`src/rtl/axi_pkg.sv`:
```
// ---------------------------------------------------------------------------
// axi_pkg
// Shared AXI4 definitions for the read-channel responder and its burst
// address generator: burst type encodings, RRESP codes and the responder
// state machine encoding.
// ---------------------------------------------------------------------------
package axi_pkg;

   typedef enum logic [1:0] {
      FIXED = 2'b00,
      INCR  = 2'b01,
      WRAP  = 2'b10
   } burst_e;

   localparam logic [1:0] BURST_RSVD = 2'b11;

   localparam logic [1:0] OKAY   = 2'b00;
   localparam logic [1:0] SLVERR = 2'b10;

   typedef enum logic [1:0] {
      IDLE,
      FETCH,
      CAPTURE,
      RESP
   } state_e;

   // A WRAP burst is only legal for 2, 4, 8 or 16 beats.
   function automatic logic wrap_len_ok(input logic [7:0] len);
      return (len == 8'd1) || (len == 8'd3) || (len == 8'd7) || (len == 8'd15);
   endfunction

endpackage

```
`src/rtl/axi_burst_addr_gen.sv`:
```
// ---------------------------------------------------------------------------
// axi_burst_addr_gen
// Combinational AXI4 next-beat address function, shared by the read and
// write slaves.
//   addr      : current beat address (may be unaligned on the first beat)
//   len       : burst length minus one
//   size      : log2 of bytes per beat
//   burst     : FIXED / INCR / WRAP (reserved encoding holds the address)
//   next_addr : address of the following beat, modulo 2^AW
// ---------------------------------------------------------------------------
module axi_burst_addr_gen
   import axi_pkg::*;
#(
   parameter int AW = 32
) (
   input  logic [AW-1:0] addr,
   input  logic [7:0]    len,
   input  logic [2:0]    size,
   input  logic [1:0]    burst,
   output logic [AW-1:0] next_addr
);

   logic [AW-1:0] beat_bytes;
   logic [AW-1:0] size_mask;
   logic [AW-1:0] wrap_bytes;
   logic [AW-1:0] wrap_mask;
   logic [AW-1:0] incr_addr;

   // INCR aligns down to the beat size before stepping, so an unaligned
   // start address only affects the first beat. WRAP keeps the upper bits
   // of the wrap window and lets the low bits roll over inside it.
   always_comb begin
      beat_bytes = AW'(1) << size;
      size_mask  = beat_bytes - AW'(1);
      wrap_bytes = (AW'(len) + AW'(1)) << size;
      wrap_mask  = wrap_bytes - AW'(1);
      incr_addr  = addr + beat_bytes;
      next_addr  = addr;
      case (burst)
         INCR:    next_addr = (addr & ~size_mask) + beat_bytes;
         WRAP:    next_addr = (addr & ~wrap_mask) | (incr_addr & wrap_mask);
         default: next_addr = addr;
      endcase
   end

endmodule

```
`src/rtl/axi_read_slave_resp.sv`:
```
// ---------------------------------------------------------------------------
// axi_read_slave_resp
// AXI4 read-channel responder in front of a 1-cycle-latency memory port.
// Accepts one AR request at a time, walks the burst addresses, fetches each
// beat from memory and returns it on R with RID/RRESP/RLAST under RREADY
// backpressure. Illegal requests are answered with SLVERR beats and never
// touch memory.
//   clk, resetn     : clock, asynchronous active-low reset
//   s_axi_ar*       : read address channel (slave side)
//   s_axi_r*        : read data channel (slave side)
//   mem_req/addr    : one-cycle read strobe and beat address
//   mem_rdata       : memory data, valid the cycle after mem_req
// ---------------------------------------------------------------------------
module axi_read_slave_resp
   import axi_pkg::*;
#(
   parameter int IDW = 12,
   parameter int AW  = 32,
   parameter int DW  = 64
) (
   input  logic           clk,
   input  logic           resetn,
   input  logic [IDW-1:0] s_axi_arid,
   input  logic [AW-1:0]  s_axi_araddr,
   input  logic [7:0]     s_axi_arlen,
   input  logic [2:0]     s_axi_arsize,
   input  logic [1:0]     s_axi_arburst,
   input  logic           s_axi_arvalid,
   output logic           s_axi_arready,
   output logic [IDW-1:0] s_axi_rid,
   output logic [DW-1:0]  s_axi_rdata,
   output logic [1:0]     s_axi_rresp,
   output logic           s_axi_rlast,
   output logic           s_axi_rvalid,
   input  logic           s_axi_rready,
   output logic           mem_req,
   output logic [AW-1:0]  mem_addr,
   input  logic [DW-1:0]  mem_rdata
);

   localparam int MAX_SIZE = $clog2(DW / 8);

   state_e         state_q,   state_d;
   logic [IDW-1:0] id_q,      id_d;
   logic [AW-1:0]  addr_q,    addr_d;
   logic [7:0]     len_q,     len_d;
   logic [2:0]     size_q,    size_d;
   logic [1:0]     burst_q,   burst_d;
   logic           err_q,     err_d;
   logic [7:0]     count_q,   count_d;
   logic           arready_q, arready_d;
   logic           rvalid_q,  rvalid_d;
   logic           rlast_q,   rlast_d;
   logic [1:0]     rresp_q,   rresp_d;
   logic [DW-1:0]  rdata_q,   rdata_d;
   logic           mem_req_q, mem_req_d;
   logic [AW-1:0]  mem_addr_q, mem_addr_d;

   logic [AW-1:0]  next_addr;
   logic           ar_hs;
   logic           r_hs;
   logic           ar_err;

   axi_burst_addr_gen #(
      .AW (AW)
   ) u_addr_gen (
      .addr      (addr_q),
      .len       (len_q),
      .size      (size_q),
      .burst     (burst_q),
      .next_addr (next_addr)
   );

   // Handshakes and request legality. A request is illegal when the beat is
   // wider than the data bus, the burst type is reserved, or a WRAP burst
   // has a length other than 2/4/8/16 beats.
   always_comb begin
      ar_hs  = s_axi_arvalid & arready_q;
      r_hs   = rvalid_q & s_axi_rready;
      ar_err = (int'(s_axi_arsize) > MAX_SIZE)
             | (s_axi_arburst == BURST_RSVD)
             | ((s_axi_arburst == WRAP) & ~wrap_len_ok(s_axi_arlen));
   end

   // Next-state and registered-output logic. Every output is a flop, so the
   // value for a state is prepared on the transition into it: mem_req is
   // raised when entering FETCH, rvalid when entering RESP. In an error
   // burst, rvalid dropping for one cycle inside RESP marks the gap before
   // the next SLVERR beat is presented.
   always_comb begin
      state_d    = state_q;
      id_d       = id_q;
      addr_d     = addr_q;
      len_d      = len_q;
      size_d     = size_q;
      burst_d    = burst_q;
      err_d      = err_q;
      count_d    = count_q;
      arready_d  = arready_q;
      rvalid_d   = rvalid_q;
      rlast_d    = rlast_q;
      rresp_d    = rresp_q;
      rdata_d    = rdata_q;
      mem_req_d  = 1'b0;
      mem_addr_d = '0;

      case (state_q)
         IDLE: begin
            arready_d = 1'b1;
            if (ar_hs) begin
               arready_d = 1'b0;
               id_d      = s_axi_arid;
               addr_d    = s_axi_araddr;
               len_d     = s_axi_arlen;
               size_d    = s_axi_arsize;
               burst_d   = s_axi_arburst;
               err_d     = ar_err;
               count_d   = 8'd0;
               if (ar_err) begin
                  state_d  = RESP;
                  rvalid_d = 1'b1;
                  rdata_d  = '0;
                  rresp_d  = SLVERR;
                  rlast_d  = (s_axi_arlen == 8'd0);
               end else begin
                  state_d    = FETCH;
                  mem_req_d  = 1'b1;
                  mem_addr_d = s_axi_araddr;
               end
            end
         end

         FETCH: begin
            state_d = CAPTURE;
         end

         CAPTURE: begin
            rdata_d  = mem_rdata;
            rresp_d  = OKAY;
            rvalid_d = 1'b1;
            rlast_d  = (count_q == len_q);
            state_d  = RESP;
         end

         RESP: begin
            if (r_hs) begin
               rvalid_d = 1'b0;
               rlast_d  = 1'b0;
               if (rlast_q) begin
                  state_d   = IDLE;
                  arready_d = 1'b1;
               end else begin
                  count_d = count_q + 8'd1;
                  addr_d  = next_addr;
                  if (!err_q) begin
                     state_d    = FETCH;
                     mem_req_d  = 1'b1;
                     mem_addr_d = next_addr;
                  end
               end
            end else if (!rvalid_q && err_q) begin
               rvalid_d = 1'b1;
               rdata_d  = '0;
               rresp_d  = SLVERR;
               rlast_d  = (count_q == len_q);
            end
         end

         default: begin
            state_d = IDLE;
         end
      endcase
   end

   // State and output registers; reset clears everything asynchronously so
   // an in-flight burst is abandoned immediately.
   always_ff @(posedge clk or negedge resetn) begin
      if (!resetn) begin
         state_q    <= IDLE;
         id_q       <= '0;
         addr_q     <= '0;
         len_q      <= '0;
         size_q     <= '0;
         burst_q    <= '0;
         err_q      <= 1'b0;
         count_q    <= '0;
         arready_q  <= 1'b0;
         rvalid_q   <= 1'b0;
         rlast_q    <= 1'b0;
         rresp_q    <= '0;
         rdata_q    <= '0;
         mem_req_q  <= 1'b0;
         mem_addr_q <= '0;
      end else begin
         state_q    <= state_d;
         id_q       <= id_d;
         addr_q     <= addr_d;
         len_q      <= len_d;
         size_q     <= size_d;
         burst_q    <= burst_d;
         err_q      <= err_d;
         count_q    <= count_d;
         arready_q  <= arready_d;
         rvalid_q   <= rvalid_d;
         rlast_q    <= rlast_d;
         rresp_q    <= rresp_d;
         rdata_q    <= rdata_d;
         mem_req_q  <= mem_req_d;
         mem_addr_q <= mem_addr_d;
      end
   end

   assign s_axi_arready = arready_q;
   assign s_axi_rid     = id_q;
   assign s_axi_rdata   = rdata_q;
   assign s_axi_rresp   = rresp_q;
   assign s_axi_rlast   = rlast_q;
   assign s_axi_rvalid  = rvalid_q;
   assign mem_req       = mem_req_q;
   assign mem_addr      = mem_addr_q;

endmodule

```
`config.mk`:
```
export PLATFORM = sky130hd
export DESIGN_NAME = axi_read_slave_resp
export DESIGN_NICKNAME = d
export VERILOG_FILES = /design/src/rtl/axi_pkg.sv /design/src/rtl/axi_burst_addr_gen.sv /design/src/rtl/axi_read_slave_resp.sv
export SDC_FILE = /design/constraint.sdc
export NUM_CORES = 1
export LEC_CHECK = 0
export ABC_CLOCK_PERIOD_IN_PS = 6200
export BUFFER_PORTS_ARGS = -buffer_cell sky130_fd_sc_hd__buf_2
export CORE_MARGIN = 2
export CORE_UTILIZATION = 50
export CTS_CLUSTER_DIAMETER = 40
export DETAILED_ROUTE_END_ITERATION = 8
export HOLD_SLACK_MARGIN = 0.1
export PLACE_DENSITY = 0.74
export SYNTH_ARGS = -nofsm -noshare
export SYNTH_HDL_FRONTEND = slang
export SYNTH_SLANG_ARGS = --single-unit
export TNS_END_PERCENT = 20
```
`constraint.sdc`:
```
create_clock -name clk -period 6.2 [get_ports clk]
set_input_delay 0.62 -clock clk [delete_from_list [all_inputs] [get_ports clk]]
set_output_delay 0.62 -clock clk [all_outputs]
set_load 0.05 [all_outputs]
```
==> impl_metrics.json <==
{
  "worst_ep_arrival_time_ns": 4.85,
  "swShare_pct": 55.9,
  "cts_hold_buf": 0,
  "dieArea_mm2": 0.0232,
  "cts_made_buffers": 17,
  "netlist-cell-type-count": 90,
  "area_growth_pct": 17.1,
  "clk_pin_slew_ns": 0.08,
  "die_outline_height_um": 152,
  "critical_path.endpoint_type": "flop",
  "fin_crit_ns": 4.48,
  "grt_max_degree": 131,
  "synth_top_flop_cell": "sky130_fd_sc_hd__dfrtp_1",
  "final.period_utilization_pct": 72.3,
  "ctsLongestPathBuffers": 2,
  "first_global_vias": 10100,
  "post_layout_nonfiller_instances": 1786,
  "multi_input_comb_area_mm2": 0.00627,
  "insertion_delay_ns": 0.45,
  "post_cts_buffers": 0,
  "detail_route.first_pass.iterations": 6,
  "mappedNetlistArea_mm2": 0.0110,
  "register_cell_area_after_layout_mm2": 0.00423,
  "slew_headroom_pct": 28.8,
  "power-per-cell-area_mw_per_mm2": 618,
  "synth-seq-cells": 169,
  "run_status": "finished clean",
  "worst_setup_path_start_kind": "flop",
  "maxSlewViolCount": 0,
  "num_io_pins": 239,
  "detail-route-antenna-nets": 0,
  "finalSetupTns_ns": 0,
  "htree_levels": 4,
  "clock_sink_count": 169,
  "syn_nets": 1468,
  "layout.nets": 1640,
  "floorplan.initialDensity_pct": 50.7,
  "drive_gt1_share_pct": 23.6,
  "route.detailed.drc": 0,
  "synth_edf_count": 0,
  "worst_hold_slack_ns": 0.190,
  "p_switching_mw": 4.45,
  "fill_cells": 1988,
  "max_freq_mhz": 223,
  "postRouteWirelength_mm": 33.6,
  "yosysSeqAreaShare_pct": 38.4,
  "grt_first_pass_wirelength_mm": 54.3,
  "overall_routing_resource_usage_pct": 28.8,
  "vias_per_cell": 5.99,
  "design.core.area_mm2": 0.0217,
  "grt_antenna_before_repair": 1,
  "criticalPathCategory": "reg -> reg",
  "finalHoldViolations": 0,
  "maxCapViolations": 0,
  "worstPathMaxFanout": 32,
  "syn_avg_cell_area_um2": 8.33,
  "clock_tree.root_cell": "sky130_fd_sc_hd__clkbuf_16",
  "tritoncts": "done",
  "hpwlAfterDp_mm": 23.5,
  "post_synth_inst_count": 1321,
  "vias": 10700,
  "finalClockSkew_ns": 0.0154,
  "irDropWorstVdd_v": 0.000462,
  "dp.cells": 1754,
  "final_count_of_negative_setup_slack_endpoints": 0,
  "p_int_mw": 3.52,
  "power_frac_clock_pct": 14.1,
  "insertedDiodeCount": 0,
  "fin_total_pwr_mw": 7.97,
  "power.combinational.fraction_pct": 60.8,
  "rows": 54,
  "globalRoute.totalOverflow": 0,
  "worst_slew_pin_slew_ns": 1.07,
  "worstPathRequired_ns": 6.57,
  "port_buffers": 237,
  "violation_count_after_the_first_detailed_route_iteration": 1059,
  "grt_setup_unrepaired": "false",
  "p_seq_share_pct": 25.1,
  "die_width_um": 152,
  "class_of_the_tightest_hold_or_removal_check": "in -> async",
  "yosys_warnings": 0,
  "wl_per_cell_um": 18.8,
  "total_leakage_power_nw": 5.88,
  "gp_congestion": 0.964,
  "asr_flop_ratio_synth_pct": 100,
  "cts.repair.resized": 0
}
==> flip-flops by register name, summed over array words and instances (netlist names) <==
name / count
s_axi_rdata: 64
addr_q: 32
mem_addr: 32
s_axi_rid: 12
count_q: 8
len_q: 8
size_q: 3
burst_q: 2
state_q: 2
err_q: 1
mem_req: 1
s_axi_arready: 1
s_axi_rlast: 1
s_axi_rresp: 1
s_axi_rvalid: 1
==> critical path, cell delays in order (launching register included) <==
cell and delay, ns:
sky130_fd_sc_hd__dfrtp_1 1.03, sky130_fd_sc_hd__nor2_1 0.29, sky130_fd_sc_hd__inv_1 0.20, sky130_fd_sc_hd__nor2_1 0.08, sky130_fd_sc_hd__ha_1 0.26, sky130_fd_sc_hd__fa_1 0.43
sky130_fd_sc_hd__maj3_1 0.39, sky130_fd_sc_hd__a21oi_1 0.30, sky130_fd_sc_hd__o21a_1 0.30, sky130_fd_sc_hd__or3_1 0.44, sky130_fd_sc_hd__nor3_1 0.12, sky130_fd_sc_hd__a2111o_1 0.42
sky130_fd_sc_hd__a22oi_1 0.13
==> synthesized netlist by cell type (4+ instances only) <==
| cell type | instances | area (um^2) |
|---|---|---|
| sky130_fd_sc_hd__nand3_1 | 29 | 145 |
| sky130_fd_sc_hd__nand2_1 | 242 | 908 |
| sky130_fd_sc_hd__and3_1 | 14 | 87.6 |
| sky130_fd_sc_hd__inv_1 | 24 | 90.1 |
| sky130_fd_sc_hd__nor3b_1 | 4 | 30.0 |
| sky130_fd_sc_hd__a21o_1 | 18 | 135 |
| sky130_fd_sc_hd__or4_1 | 6 | 45.0 |
| sky130_fd_sc_hd__nor4_1 | 11 | 68.8 |
| sky130_fd_sc_hd__a21oi_1 | 58 | 290 |
| sky130_fd_sc_hd__o21ai_1 | 18 | 90.1 |
| sky130_fd_sc_hd__nor3_1 | 28 | 140 |
| sky130_fd_sc_hd__nand2b_1 | 11 | 68.8 |
| sky130_fd_sc_hd__clkbuf_1 | 76 | 285 |
| sky130_fd_sc_hd__o31ai_1 | 8 | 60.1 |
| sky130_fd_sc_hd__o21ai_0 | 125 | 626 |
| sky130_fd_sc_hd__a22oi_1 | 28 | 210 |
| sky130_fd_sc_hd__or3_1 | 15 | 93.8 |
| sky130_fd_sc_hd__nor3_2 | 4 | 40.0 |
| sky130_fd_sc_hd__buf_2 | 12 | 60.1 |
| sky130_fd_sc_hd__a31oi_1 | 26 | 163 |
| sky130_fd_sc_hd__ha_1 | 21 | 263 |
| sky130_fd_sc_hd__mux2_2 | 33 | 372 |
| sky130_fd_sc_hd__nand4_1 | 27 | 169 |
| sky130_fd_sc_hd__buf_1 | 7 | 26.3 |
| sky130_fd_sc_hd__xor2_1 | 15 | 131 |
| sky130_fd_sc_hd__o22ai_1 | 7 | 43.8 |
| sky130_fd_sc_hd__dfrtp_1 | 169 | 4230 |
| sky130_fd_sc_hd__mux2_1 | 7 | 78.8 |
| sky130_fd_sc_hd__o21a_1 | 6 | 45.0 |
| sky130_fd_sc_hd__mux2i_1 | 20 | 200 |
| sky130_fd_sc_hd__xnor2_1 | 27 | 236 |
| sky130_fd_sc_hd__nor4_2 | 5 | 62.6 |
| sky130_fd_sc_hd__a211oi_1 | 8 | 60.1 |
| sky130_fd_sc_hd__nor2_1 | 100 | 375 |
| sky130_fd_sc_hd__o211ai_1 | 7 | 52.6 |
| sky130_fd_sc_hd__nor2b_1 | 10 | 62.6 |
==> kinds of logic after synthesis <==
family                     share of synthesized area (%)
AOI/OAI and AO/OA                                   21.2
other                                             0.0341
adders and majority gates                           2.84
and+or+nand+nor                                     23.4
xor gates and xnor gates                            3.49
DFF                                                 38.4
buffers and inverters                               4.75
muxes                                               5.91
==> power by group through the flow <==
stage / logic (mW) / clock network, mW / registers (mW)
after detailed placement: 4.78 / 0 / 2.00
after floorplan: 3.09 / 0 / 2.58
final: 4.84 / 1.12 / 2.00
after global placement: 4.72 / 0 / 1.98
after CTS: 4.80 / 1.14 / 1.99
after global routing: 5.26 / 1.18 / 2.07
==> stage by stage <==
| step | cell area, um^2 | util (%) | setup slack (ns) |
|---|---|---|---|
| after global placement | 12300 | 56.6 | 1.90 |
| after CTS | 12900 | 59.4 | 1.79 |
| after global routing | 12900 | 59.4 | 1.33 |
| final | 12900 | 59.4 | 1.72 |
| after detailed placement | 12300 | 56.6 | 1.80 |
| after floorplan | 11000 | - | 2.58 |
==> final timing paths <==
path / start / end / slack [ns] / cells past startpoint
worst max-delay path: size_q[1] / addr_q[14] / 1.72 / 12
worst min register to register: s_axi_rdata[57] / s_axi_rdata[57] / 0.48 / 2
max in group asynchronous: resetn / mem_addr[5] / 4.68 / 2
worst min-delay path: resetn / mem_addr[11] / 0.19 / 1
min in group clk: s_axi_araddr[19] / mem_addr[19] / 0.39 / 3
worst max register to register: size_q[1] / addr_q[14] / 1.72 / 12
==> cell usage in the layout, fill, tap and decap left out, types with 5 or more instances in the layout <==
master / n
sky130_fd_sc_hd__buf_4: 17
sky130_fd_sc_hd__mux2_1: 7
sky130_fd_sc_hd__nand3_1: 29
sky130_fd_sc_hd__xor2_1: 15
sky130_fd_sc_hd__nor2_1: 99
sky130_fd_sc_hd__or3_1: 15
sky130_fd_sc_hd__o22ai_1: 7
sky130_fd_sc_hd__mux2i_1: 20
sky130_fd_sc_hd__nor4_2: 5
sky130_fd_sc_hd__inv_1: 24
sky130_fd_sc_hd__dfrtp_1: 169
sky130_fd_sc_hd__a211oi_1: 8
sky130_fd_sc_hd__o31ai_1: 8
sky130_fd_sc_hd__nand4_1: 27
sky130_fd_sc_hd__o211ai_1: 7
sky130_fd_sc_hd__clkbuf_16: 17
sky130_fd_sc_hd__nor2b_1: 10
sky130_fd_sc_hd__xnor2_1: 27
sky130_fd_sc_hd__mux2_2: 33
sky130_fd_sc_hd__nand2_1: 241
sky130_fd_sc_hd__nor4_1: 11
sky130_fd_sc_hd__nor3_2: 5
sky130_fd_sc_hd__nand2b_1: 11
sky130_fd_sc_hd__a21o_1: 18
sky130_fd_sc_hd__nor3_1: 27
sky130_fd_sc_hd__buf_2: 236
sky130_fd_sc_hd__o21a_1: 6
sky130_fd_sc_hd__a22oi_1: 28
sky130_fd_sc_hd__and3_1: 14
sky130_fd_sc_hd__a31oi_1: 26
sky130_fd_sc_hd__o21ai_0: 125
sky130_fd_sc_hd__clkinv_8: 6
sky130_fd_sc_hd__ha_1: 20
sky130_fd_sc_hd__o21ai_1: 18
sky130_fd_sc_hd__or4_1: 6
sky130_fd_sc_hd__a21oi_1: 58
==> cell type report <==
class	count	share of cell area, %
flip-flops and latches	169	32.8
repair buffers	254	10.2
multi-input cells	1025	48.7
well taps	280	2.72
clock inverters	15	1.50
clock buffers	17	3.30
inverters	26	0.757
==> per-layer routing <==
metal  global-route usage [%]  share of wire (%)  wire, um  vias to the layer above
li1                         -                  -         -                     5069
met1                     38.3                 41     13800                     4980
met2                     46.1                 46     15500                      567
met3                     7.20                9.9      3320                       81
met4                     10.2                2.9       980                        2
met5                        0              0.048        16                        -
(Power assumes the default switching activity.)
